**config.mk**
```make
export PLATFORM = sky130hd
export DESIGN_NAME = core_ncache_router
export DESIGN_NICKNAME = d
export VERILOG_FILES = /design/src/rtl/core_ncache_router.sv
export SDC_FILE = /design/constraint.sdc
export NUM_CORES = 1
export LEC_CHECK = 0
export BUFFER_PORTS_ARGS = -buffer_cell sky130_fd_sc_hd__buf_2
export CORE_AREA = 5 5 144 146
export CTS_BUF_LIST = sky130_fd_sc_hd__clkbuf_16
export DETAILED_ROUTE_END_ITERATION = 8
export DIE_AREA = 0 0 149 151
export SETUP_SLACK_MARGIN = 0.3
export SLEW_MARGIN = 20
export SYNTH_ARGS = -nofsm -noshare
export SYNTH_HDL_FRONTEND = slang
export SYNTH_SLANG_ARGS = --single-unit
```
**constraint.sdc**
```tcl
create_clock -name clk -period 6.1 [get_ports clk]
set_clock_uncertainty 0.2 [all_clocks]
set_input_delay 0.61 -clock clk [delete_from_list [all_inputs] [get_ports clk]]
set_output_delay 0.61 -clock clk [all_outputs]
set_load 0.02 [all_outputs]
```
**src/rtl/core_ncache_router.sv**
```systemverilog
// core_ncache_router: sends each core memory request to either the data cache
// or the uncached bus. A request is uncached when its address falls inside
// the window defined by ncache_base/ncache_mask. A route-tag FIFO records the
// owner of every outstanding request, so responses return to the core in the
// same order the requests were issued.
module core_ncache_router #(
  parameter int DEPTH = 4,
  parameter int AW    = 32,
  parameter int DW    = 32
) (
  input  logic          clk,
  input  logic          rst_n,
  input  logic [AW-1:0] ncache_base,
  input  logic [AW-1:0] ncache_mask,
  // core request
  input  logic          req_val,
  output logic          req_rdy,
  input  logic [AW-1:0] req_addr,
  input  logic          req_we,
  input  logic [3:0]    req_be,
  input  logic [DW-1:0] req_wdata,
  // core response
  output logic          rsp_val,
  output logic [DW-1:0] rsp_data,
  // cache port
  output logic          c_req_val,
  input  logic          c_req_rdy,
  output logic [AW-1:0] c_req_addr,
  output logic          c_req_we,
  output logic [3:0]    c_req_be,
  output logic [DW-1:0] c_req_wdata,
  input  logic          c_rsp_val,
  output logic          c_rsp_rdy,
  input  logic [DW-1:0] c_rsp_data,
  // uncached port
  output logic          nc_req_val,
  input  logic          nc_req_rdy,
  output logic [AW-1:0] nc_req_addr,
  output logic          nc_req_we,
  output logic [3:0]    nc_req_be,
  output logic [DW-1:0] nc_req_wdata,
  input  logic          nc_rsp_val,
  output logic          nc_rsp_rdy,
  input  logic [DW-1:0] nc_rsp_data
);

  localparam int PW = (DEPTH > 1) ? $clog2(DEPTH) : 1;
  localparam logic [PW:0] FULL_CNT = (PW+1)'(DEPTH);

  // Stored per outstanding request: the owning port, plus whether it was a
  // store, since a store returns zero data to the core.
  typedef struct packed {
    logic we;
    logic nc;
  } tag_t;

  tag_t          tag_mem [DEPTH];
  logic [PW-1:0] wr_ptr;
  logic [PW-1:0] rd_ptr;
  logic [PW:0]   count;

  logic          fifo_full;
  logic          fifo_empty;
  logic          nc_hit;
  logic          push;
  logic          pop;
  tag_t          head;
  logic [DW-1:0] owner_data;

  assign fifo_full  = (count == FULL_CNT);
  assign fifo_empty = (count == '0);

  // The window is read only at acceptance. Routing of an outstanding request
  // comes from its stored tag, so a later base/mask change does not reroute it.
  assign nc_hit = ((req_addr ^ ncache_base) & ncache_mask) == '0;

  // Request path: pure pass-through. Only the selected port sees valid.
  assign c_req_val    = req_val & ~fifo_full & ~nc_hit;
  assign nc_req_val   = req_val & ~fifo_full &  nc_hit;
  assign c_req_addr   = req_addr;
  assign c_req_we     = req_we;
  assign c_req_be     = req_be;
  assign c_req_wdata  = req_wdata;
  assign nc_req_addr  = req_addr;
  assign nc_req_we    = req_we;
  assign nc_req_be    = req_be;
  assign nc_req_wdata = req_wdata;

  // The full flag comes from the registered count. A downstream ready can
  // never sneak a push into a full FIFO, even in a cycle that also pops.
  assign req_rdy = ~fifo_full & (nc_hit ? nc_req_rdy : c_req_rdy);
  assign push    = req_val & req_rdy;

  // Response path: only the port owning the oldest request may respond.
  // An early response on the other port is held off, not dropped.
  assign head       = tag_mem[rd_ptr];
  assign c_rsp_rdy  = ~fifo_empty & ~head.nc;
  assign nc_rsp_rdy = ~fifo_empty &  head.nc;
  assign pop        = (c_rsp_val & c_rsp_rdy) | (nc_rsp_val & nc_rsp_rdy);
  assign owner_data = head.nc ? nc_rsp_data : c_rsp_data;

  // Tag storage write.
  // NOTE: storage is deliberately not reset; reset empties the FIFO through
  // count and the pointers, so old entries are never read.
  always_ff @(posedge clk) begin
    if (push) tag_mem[wr_ptr] <= '{we: req_we, nc: nc_hit};
  end

  // FIFO pointers and occupancy. Pointers wrap naturally because DEPTH is a power of 2.
  // NOTE: state uses non-blocking assignments so every register here updates
  // from the same pre-edge values.
  always_ff @(posedge clk or negedge rst_n) begin
    if (!rst_n) begin
      wr_ptr <= '0;
      rd_ptr <= '0;
      count  <= '0;
    end else begin
      if (push) wr_ptr <= wr_ptr + 1'b1;
      if (pop)  rd_ptr <= rd_ptr + 1'b1;
      case ({push, pop})
        2'b10:   count <= count + 1'b1;
        2'b01:   count <= count - 1'b1;
        default: count <= count;
      endcase
    end
  end

  // Registered core response: a one-cycle pulse after each downstream handshake.
  always_ff @(posedge clk or negedge rst_n) begin
    if (!rst_n) begin
      rsp_val  <= 1'b0;
      rsp_data <= '0;
    end else begin
      rsp_val  <= pop;
      rsp_data <= (pop && !head.we) ? owner_data : '0;
    end
  end

endmodule
```
==> out/summary.md, run 1 <==
Classification of the worst setup path: in2reg. Counting the buffers created by CTS gives 5. In this run the horizontal extent of the chip is 149 um.

The initial utilization of the core area, before any placement, comes to 18.7%. The per-cell routed wire length was 13.2 um. The number of max-cap violations was 0. The run gives 0.28 ns as the clock latency reported for the late side of the worst-skew pair.

The category of the worst setup path launch point is a primary input. The worst vdd rail ir drop is 110 uV. Data on the critical path is required at its endpoint by 6.07 ns.

The tools report the final-report hold violation count as 0. For this run, the leading register cell type out of synthesis is sky130_fd_sc_hd__dfrtp_1. Yosys printed 0 warnings. Highest metal layer with signal wires: met4. The total area of sequential cells was 0.00124 sq mm. Summing all multi-input logic gate instances after layout gives 0.00124 sq mm.

The cell with the largest stage delay on the worst path is sky130_fd_sc_hd__nor4_4. For the minimum setup slack in the final design, the log shows 2.72 ns. The run gives 0.00360 sq mm as the mapped cell area.

The number of synthesized flops with an enable pin was 8; the wire length of the first global-routing pass was 14400 um. After synthesis the netlist holds a flip-flop and latch count of 48. The die extent in y was 151 um; the total nets after synthesis was 564. The final weighted congestion of routability-driven global placement was 0.807. The power density over the cells works out to 327 mW/mm^2. For the count of hold buffers inserted by post-cts repair, the log shows 0. The tree is rooted in a sky130_fd_sc_hd__clkbuf_16. In the final layout, the share of cells above drive strength 1 is 59.5%. The transition time at the pin with the least slew margin was 0.915 ns. Global routing used 8.07% of the available tracks across all layers. The number of I/O port buffers came out at 271. For this block, the routed nets add up to 9960 um of wire. 0 antenna diodes ended up in the layout. Once the clock tree was built, the setup fixing pass inserted 0 buffers. The detail-routed via count per cell was 3.56. 380 I/O pins were placed.

The library cell used most frequently in the layout, excluding fill and tap cells, is sky130_fd_sc_hd__buf_2. Cell type with the highest occurrence count on the critical path: sky130_fd_sc_hd__xor2_1. In this run the deepest clock path goes through 2 buffers.

Along the worst path, the maximum fanout reaches 8. After legalization and detailed placement, the total HPWL measured 8650 um. The first TritonRoute pass finished after 4 iterations.

After detailed routing, the met2 layer carries 4740 um of wire. From synthesis to final layout, the design area changed by 20.5%. Data arrives at the worst endpoint at 3.35 ns. For this run, the register share of the synthesized area comes to 34.5%. The initial antenna violation count is 0, and the fmax is 296 MHz. STA classifies the critical path endpoint as a flop. In this run, distinct cell masters in the synthesized netlist total 26. The run gives 1450 um as the met3 routed wirelength. The setup check on the worst reg-to-reg path leaves a slack of 2.85 ns. The met1 layer wirelength in the final routing came out at 3550 um.

The endpoint of the most critical register-to-register path was count[2]$_DFFE_PN0P_. The number of gates resized after cts came out at 0. The async set or reset register ratio after synthesis works out to 83.3%. The signal on the critical path passes through buf_2 > xor2_1 > a22oi_1 > nand4_1 > nor4_4 > mux2i_1 > inv_1 > ha_1 > inv_1 > fa_1 > xor2_1 > nor2_1 > xor2_1. Setup repair after global routing left no endpoint under its margin. In the layout the commonest cells are 271 x sky130_fd_sc_hd__buf_2, 40 x sky130_fd_sc_hd__dfrtp_1, 36 x sky130_fd_sc_hd__mux2i_1.

The count of final max-slew check failures was 0. Setup total negative slack on the finished layout was measured at 0 ns. In this run, the number of DRC markers left after iteration 0 of detailed routing was 72.

Class of the tightest hold or removal check: in2async. OpenSTA, run right after detailed placement, puts the worst setup slack at 2.34 ns. For the worst flop-to-flop path, the logic depth is 10. For the die area, the log shows 0.0225 sq mm.

The worst reg2reg path startpoint is rd_ptr[0]$_DFFE_PN0P_. The tools report the relative slew slack as 39.0%. The number of failing setup endpoints in the final timing report is 0, and the leakage power figure is 2.46 nW.

The detail route stage leaves a number of antenna-violating nets equal to 0. The clock transition time at the flip-flop clock pins of the worst setup and hold paths is 0.06 ns. The area of the core was 0.0193 sq mm. Entering global routing, the biggest net connects 41 pins. Summed over all layers, the global routing overflow is 0. For the count of mapped cells out of synthesis, the log shows 354. After the last flow step, the layout net total stands at 698. After synthesis, the mean cell area works out to 10.2 sq um. TritonCTS built the clock tree.

The floorplan has 51 rows. The tools report the via count of the first global-routing pass as 2742. The biggest cell delay along the critical path was 0.57 ns.

The H-tree depth was 2; the time the final worst path needs with I/O delays and setup was 3.38 ns. The number of clock sinks is 48. The routed layout has 2688 vias. The flow ran to the end, and the final reports show no timing, DRC or antenna violations. The logs give 2149 for the number of fill cells in the layout and 0 for the remaining design rule violation count.

In the finished design, the share of the clock period the worst path needs comes to 55.4%.
==> synthesized netlist by cell type (4+ instances only) <==
cell | n | area share (%)
sky130_fd_sc_hd__nor2_2 | 9 | 1.6
sky130_fd_sc_hd__edfxtp_1 | 8 | 6.7
sky130_fd_sc_hd__a22oi_1 | 16 | 3.3
sky130_fd_sc_hd__dfrtp_1 | 40 | 28
sky130_fd_sc_hd__mux2i_1 | 36 | 10
sky130_fd_sc_hd__ha_1 | 5 | 1.7
sky130_fd_sc_hd__buf_2 | 4 | 0.56
sky130_fd_sc_hd__and2_1 | 5 | 0.87
sky130_fd_sc_hd__buf_6 | 4 | 1.3
sky130_fd_sc_hd__inv_1 | 6 | 0.63
sky130_fd_sc_hd__buf_4 | 138 | 29
sky130_fd_sc_hd__nand4_1 | 4 | 0.69
sky130_fd_sc_hd__xor2_1 | 35 | 8.5
sky130_fd_sc_hd__nor2_1 | 27 | 2.8
==> through the flow <==
| stage | util, % | cells | hold WS [ns] | cell area, sq um | power, mW |
|---|---|---|---|---|---|
| CTS | 22.5 | 754 | 0.288 | 4340 | 1.45 |
| global placement | 21.8 | 746 | 0.312 | 4200 | 1.18 |
| finish | 22.5 | 754 | 0.262 | 4340 | 1.42 |
| global route | 22.5 | 754 | 0.341 | 4340 | 1.53 |
| floorplan | - | 354 | 0.114 | 3600 | 1.06 |
| detailed placement | 21.8 | 746 | 0.308 | 4200 | 1.19 |
==> area by class of cell <==
type,count,share of cell area (%)
Timing Repair Buffer,273,31.6
Inverter,6,0.519
Clock buffer,5,2.88
Multi-Input combinational cell,154,28.5
Clock inverter,3,0.260
Tap cell,265,7.64
Sequential cell,48,28.6
==> state kept, by name (all words and copies together), names as in the netlist <==
register,count
rsp_val,1
tag_mem,8
count,3
rd_ptr,2
rsp_data,32
wr_ptr,2
==> layer usage <==
metal,up-vias,GRT usage (%)
li1,1280,-
met1,1193,9.09
met2,188,13.4
met3,27,3.95
met4,0,2.79
met5,-,0
==> worst max-delay path, delay by kind of cell <==
kind | cells | cell delay [ns]
AO/OA/AOI/OAI | 1 | 0.19
buffers and inverters | 3 | 0.28
AND/OR/NAND/NOR | 3 | 0.90
adder cells (fa/ha/maj) | 2 | 0.41
multiplexers | 1 | 0.52
XOR/XNOR | 3 | 0.43
==> report_power, final <==
group | internal, mW | total, mW | switching [mW]
logic | 0.281 | 0.695 | 0.414
clock network | 0.147 | 0.255 | 0.108
registers | 0.426 | 0.468 | 0.0424
total | 0.854 | 1.42 | 0.564
==> worst max-delay path by stage <==
stage | from | endpoint | slack (ns) | depth (start not counted)
after floorplan | ncache_base[23] | count[2]$_DFFE_PN0P_ | 2.98 | 12
after global placement | req_addr[10] | count[2]$_DFFE_PN0P_ | 2.41 | 13
after detailed placement | req_addr[10] | count[2]$_DFFE_PN0P_ | 2.34 | 13
after CTS | req_addr[10] | count[2]$_DFFE_PN0P_ | 2.63 | 13
after global routing | req_addr[10] | count[2]$_DFFE_PN0P_ | 2.38 | 13
final | req_addr[10] | count[2]$_DFFE_PN0P_ | 2.72 | 13
==> cells by family (layout without fill, tap and decap cells) <==
family | count (synthesis) | after routing | share of synthesized area [%]
AO/OA/AOI/OAI | 18 | 18 | 3.68
XOR/XNOR | 38 | 38 | 9.24
adder cells (fa/ha/maj) | 6 | 6 | 2.29
buffers and inverters | 152 | 287 | 31.2
AND/OR/NAND/NOR | 53 | 53 | 7.54
flip-flops | 48 | 48 | 34.5
multiplexers | 39 | 39 | 11.6
Note: power is estimated with default switching activity, not from simulation.
==> inputs of run 2 (changes only) <==
--- a/config.mk
+++ b/config.mk
@@ -6,10 +6,10 @@
 export NUM_CORES = 1
 export LEC_CHECK = 0
 export BUFFER_PORTS_ARGS = -buffer_cell sky130_fd_sc_hd__buf_2
-export CORE_AREA = 5 5 144 146
+export CORE_AREA = 5 5 145 147
 export CTS_BUF_LIST = sky130_fd_sc_hd__clkbuf_16
 export DETAILED_ROUTE_END_ITERATION = 8
-export DIE_AREA = 0 0 149 151
+export DIE_AREA = 0 0 150 152
 export SETUP_SLACK_MARGIN = 0.3
 export SLEW_MARGIN = 20
 export SYNTH_ARGS = -nofsm -noshare
==> constraint.sdc (replaced) <==
create_clock -name clk -period 3.2 [get_ports clk]
set_clock_uncertainty 0.2 [all_clocks]
set_input_delay 0.32 -clock clk [delete_from_list [all_inputs] [get_ports clk]]
set_output_delay 0.32 -clock clk [all_outputs]
set_load 0.02 [all_outputs]
==> run 2 against run 1 <==
Compared with the run above: worst setup slack lost 2.2 ns; sequential power rose by 91%; core utilization fell by 0.38 points.
==> out/summary.md, run 2 (synthesized netlist as in run 1, its figures left out) <==
The endpoint of the most critical register-to-register path was count[2]$_DFFE_PN0P_ (unchanged). Clock transition time at the flip-flop clock pins of the worst setup and hold paths: 0.06 ns (about the same). The net count of the finished layout was 702 (was 698). The worst reg2reg path startpoint is rd_ptr[0]$_DFFE_PN0P_ (unchanged).

For the internal power summed over all cells, the log shows 1.64 mW (was 854 uW). For the leakage power figure, the log shows 2.47 nW (was 2.46 nW). Transition time at the pin with the least slew margin: 0.884 ns (was 0.915 ns). The classification of the worst setup path is reg2reg (was in2reg). The run gives 2658 (was 2742) as the via count of the first global-routing pass.

The commonest non-fill, non-tap cell in the layout is sky130_fd_sc_hd__buf_2 (unchanged). The power density over the cells was 618 mW/mm^2 (was 327 mW/mm^2). The largest net degree at the start of global routing came out at 41 (unchanged). The class of the tightest hold or removal check was in2reg (was in2async). Die area: 0.0228 sq mm (was 0.0225 sq mm). The tools report the setup fix buffers added after clock tree synthesis as 0 (unchanged). The tools report the count of final max-slew check failures as 0 (unchanged). Total CTS buffers: 5 (unchanged). The path with the worst hold slack has its endpoint at rsp_data[13]$_DFF_PN0_.

The minimum setup slack in the final design came out at 0.517 ns (was 2.72 ns). The flow ran to the end, and the final reports show no timing, DRC or antenna violations. The net switching power figure is 1.07 mW (was 564 uW). The logs give 2 (unchanged) for the H-tree depth and 7.39% (was 8.07%) for the total global-route track usage.

Largest register by flop count: rsp_data (unchanged). The logic depth of the worst register-to-register path is 9 (was 10), and the clock latency reported for the late side of the worst-skew pair is 0.28 ns (about the same). The number of I/O port buffers was 271 (unchanged). For the utilization after layout, the log shows 22.1% (was 22.5%). The cell at the root of the clock tree is sky130_fd_sc_hd__clkbuf_16 (unchanged). Length of the first detailed-routing pass in iterations: 4 (unchanged). The logs give 17.7% (was 18.0%) for the part of the total power dissipated in the clock network and 0 (unchanged) for the number of failing setup endpoints in the final timing report. The number of fill cells in the layout was 2181 (was 2149); the remaining design rule violation count was 0 (unchanged).

The combinational power share was 49.3% (was 49.0%); the final clock period utilization by the worst path was 83.8%. The number of max-cap violations was 0 (unchanged); the wire length of the first global-routing pass was 13700 um (was 14400 um). Time the final worst path needs with I/O delays and setup: 2.68 ns. The number of flip-flops under the largest register name is 32 (unchanged), and the number of vias in the routed layout is 2669 (was 2688). For this run, the top clock speed supported by timing is 373 MHz.

For the worst vdd rail ir drop, the log shows 226 uV (was 110 uV). The area of the core is 0.0198 sq mm (was 0.0193 sq mm), and the count of boundary I/O pins is 380 (unchanged). The relative slew slack was 41.1% (was 39.0%); the count of antenna-violating nets left after detailed routing was 0 (unchanged).

The die extent in x works out to 150 um (was 149 um). Most frequent cells in the layout: 271 x sky130_fd_sc_hd__buf_2, 39 x sky130_fd_sc_hd__dfrtp_1, 36 x sky130_fd_sc_hd__mux2i_1 (was 271 x sky130_fd_sc_hd__buf_2, 40 x sky130_fd_sc_hd__dfrtp_1, 36 x sky130_fd_sc_hd__mux2i_1). The highest metal layer with signal wires was met4 (unchanged).

Registers with the most flip-flops: rsp_data x32, tag_mem x8, count x3 (unchanged). The worst hold path passes through 3 cells. The type of element capturing the critical path is a flop (unchanged). For the data required time at the worst endpoint, the log shows 3.21 ns (was 6.07 ns).

The per-cell routed wire length came out at 12.2 um (was 13.2 um). The logs give 0 ns (unchanged) for the sum of negative setup slack and 0.52 ns (was 2.85 ns) for the worst reg-to-reg setup slack. The initial core utilization was 18.2% (was 18.7%). The net switching fraction of the power came out at 39.4% (was 39.8%).

TritonCTS built the clock tree. For the initial antenna violation count, the log shows 0 (unchanged). The deepest clock path buffer count is 2 (unchanged), and the met3 routed wirelength is 1000 um (was 1450 um).

The maximum fanout count along the critical path was 4 (was 8). The detail-routed via count per cell was 3.50 (was 3.56); the total met2 wirelength after detailed routing was 4590 um (was 4740 um). The relative area change from synthesis to final layout was 21.6% (was 20.5%).

The run gives 9330 um (was 9960 um) as the aggregate routed wire length. The share of final-layout standard cells stronger than drive strength 1 is 59.8% (was 59.5%). The sequential share of power came out at 33.0% (about the same). Die extent in y: 152 um (was 151 um). The worst hold path begins at c_rsp_data[13]. Number of antenna repair diodes: 0 (unchanged). The area occupied by multi-input gates was 0.00124 sq mm (unchanged). Total area of sequential cells: 0.00124 sq mm (about the same). The met1 layer wirelength in the final routing is 3640 um (was 3550 um), and the final weighted congestion of routability-driven global placement is 0.817 (was 0.807). The remaining global-route overflow is 0 (unchanged), and the final-report hold violation count is 0 (unchanged). The number of DRC markers after the initial detailed-route iteration was 105 (was 72).

The logs give 52 (was 51) for the number of rows created at floorplan and 48 (unchanged) for the number of clock sinks. Setup repair after global routing left no endpoint under its margin. The placed wire-length estimate after detailed placement is 8130 um (was 8650 um).

Minimum setup slack after placement: 0.184 ns (was 2.34 ns). The data arrival time at the worst-slack endpoint came out at 2.69 ns (was 3.35 ns). The category of the worst setup path launch point is a flop (was a primary input).
[run 2: changes by cell type in the layout (fill, tap and decap cells not counted), sizes merged]
cell / before / now
inv: 8 / 7
clkinv: 1 / 2
buf: 273 / 276
dlygate4sd3: 0 / 1
[run 2: layout make-up]
type | count | area share (%)
clock inverter | 3 | 0.257
multi-input combinational | 154 | 28.2
sequential | 48 | 28.4
tap | 270 | 7.71
clock buffer | 5 | 2.86
timing repair buffer | 277 | 32.1
inverter | 6 | 0.514
[run 2: per-layer routing]
metal  track usage [%]  vias up
met5                 0        -
met2              12.6      162
li1                  -     1290
met3              2.35       15
met4              1.87        0
met1              9.04     1202
[run 2: repair_timing]
item                                    CTS  global route
resized for setup                         0             1
endpoints found under the setup margin    0             1
endpoints found under the hold margin    40             0
hold buffers                              1             0
[run 2: worst max path at each step]
stage,start,endpoint,slack (ns),depth (start not counted)
2_1_floorplan,ncache_base[23],count[2]$_DFFE_PN0P_,0.37,12
6_report,rd_ptr[0]$_DFFE_PN0P_,count[2]$_DFFE_PN0P_,0.52,9
3_3_place_gp,req_addr[10],count[2]$_DFFE_PN0P_,0.22,13
5_1_grt,req_addr[10],count[2]$_DFFE_PN0P_,0.33,13
3_5_place_dp,req_addr[10],count[2]$_DFFE_PN0P_,0.18,13
4_1_cts,rd_ptr[0]$_DFFE_PN0P_,count[2]$_DFFE_PN0P_,0.45,9
[run 2: stage by stage]
stage	instance area (sq um)	hold slack [ns]	total power, mW	cells
2_1_floorplan	3600	-0.176	2.03	354
6_report	4380	0.0817	2.71	763
3_5_place_dp	4230	0.299	2.27	754
3_3_place_gp	4230	0.289	2.25	754
5_1_grt	4380	0.0806	2.91	763
4_1_cts	4380	0.0766	2.76	763
[run 2: power groups by stage]
stage	Combinational, mW	Sequential (mW)	Clock, mW
after floorplan	0.953	1.07	0
after CTS	1.36	0.896	0.508
final	1.33	0.894	0.479
after global routing	1.46	0.917	0.535
after detailed placement	1.36	0.906	0
after global placement	1.35	0.901	0
[run 2: critical path, stage by stage (launching register included)]
cell	delay, ns
sky130_fd_sc_hd__dfrtp_2	0.41
sky130_fd_sc_hd__mux4_2	0.55
sky130_fd_sc_hd__mux2i_1	0.16
sky130_fd_sc_hd__nor2_1	0.22
sky130_fd_sc_hd__ha_1	0.23
sky130_fd_sc_hd__inv_1	0.06
sky130_fd_sc_hd__fa_1	0.37
sky130_fd_sc_hd__xor2_1	0.15
sky130_fd_sc_hd__nor2_1	0.11
sky130_fd_sc_hd__xor2_1	0.14
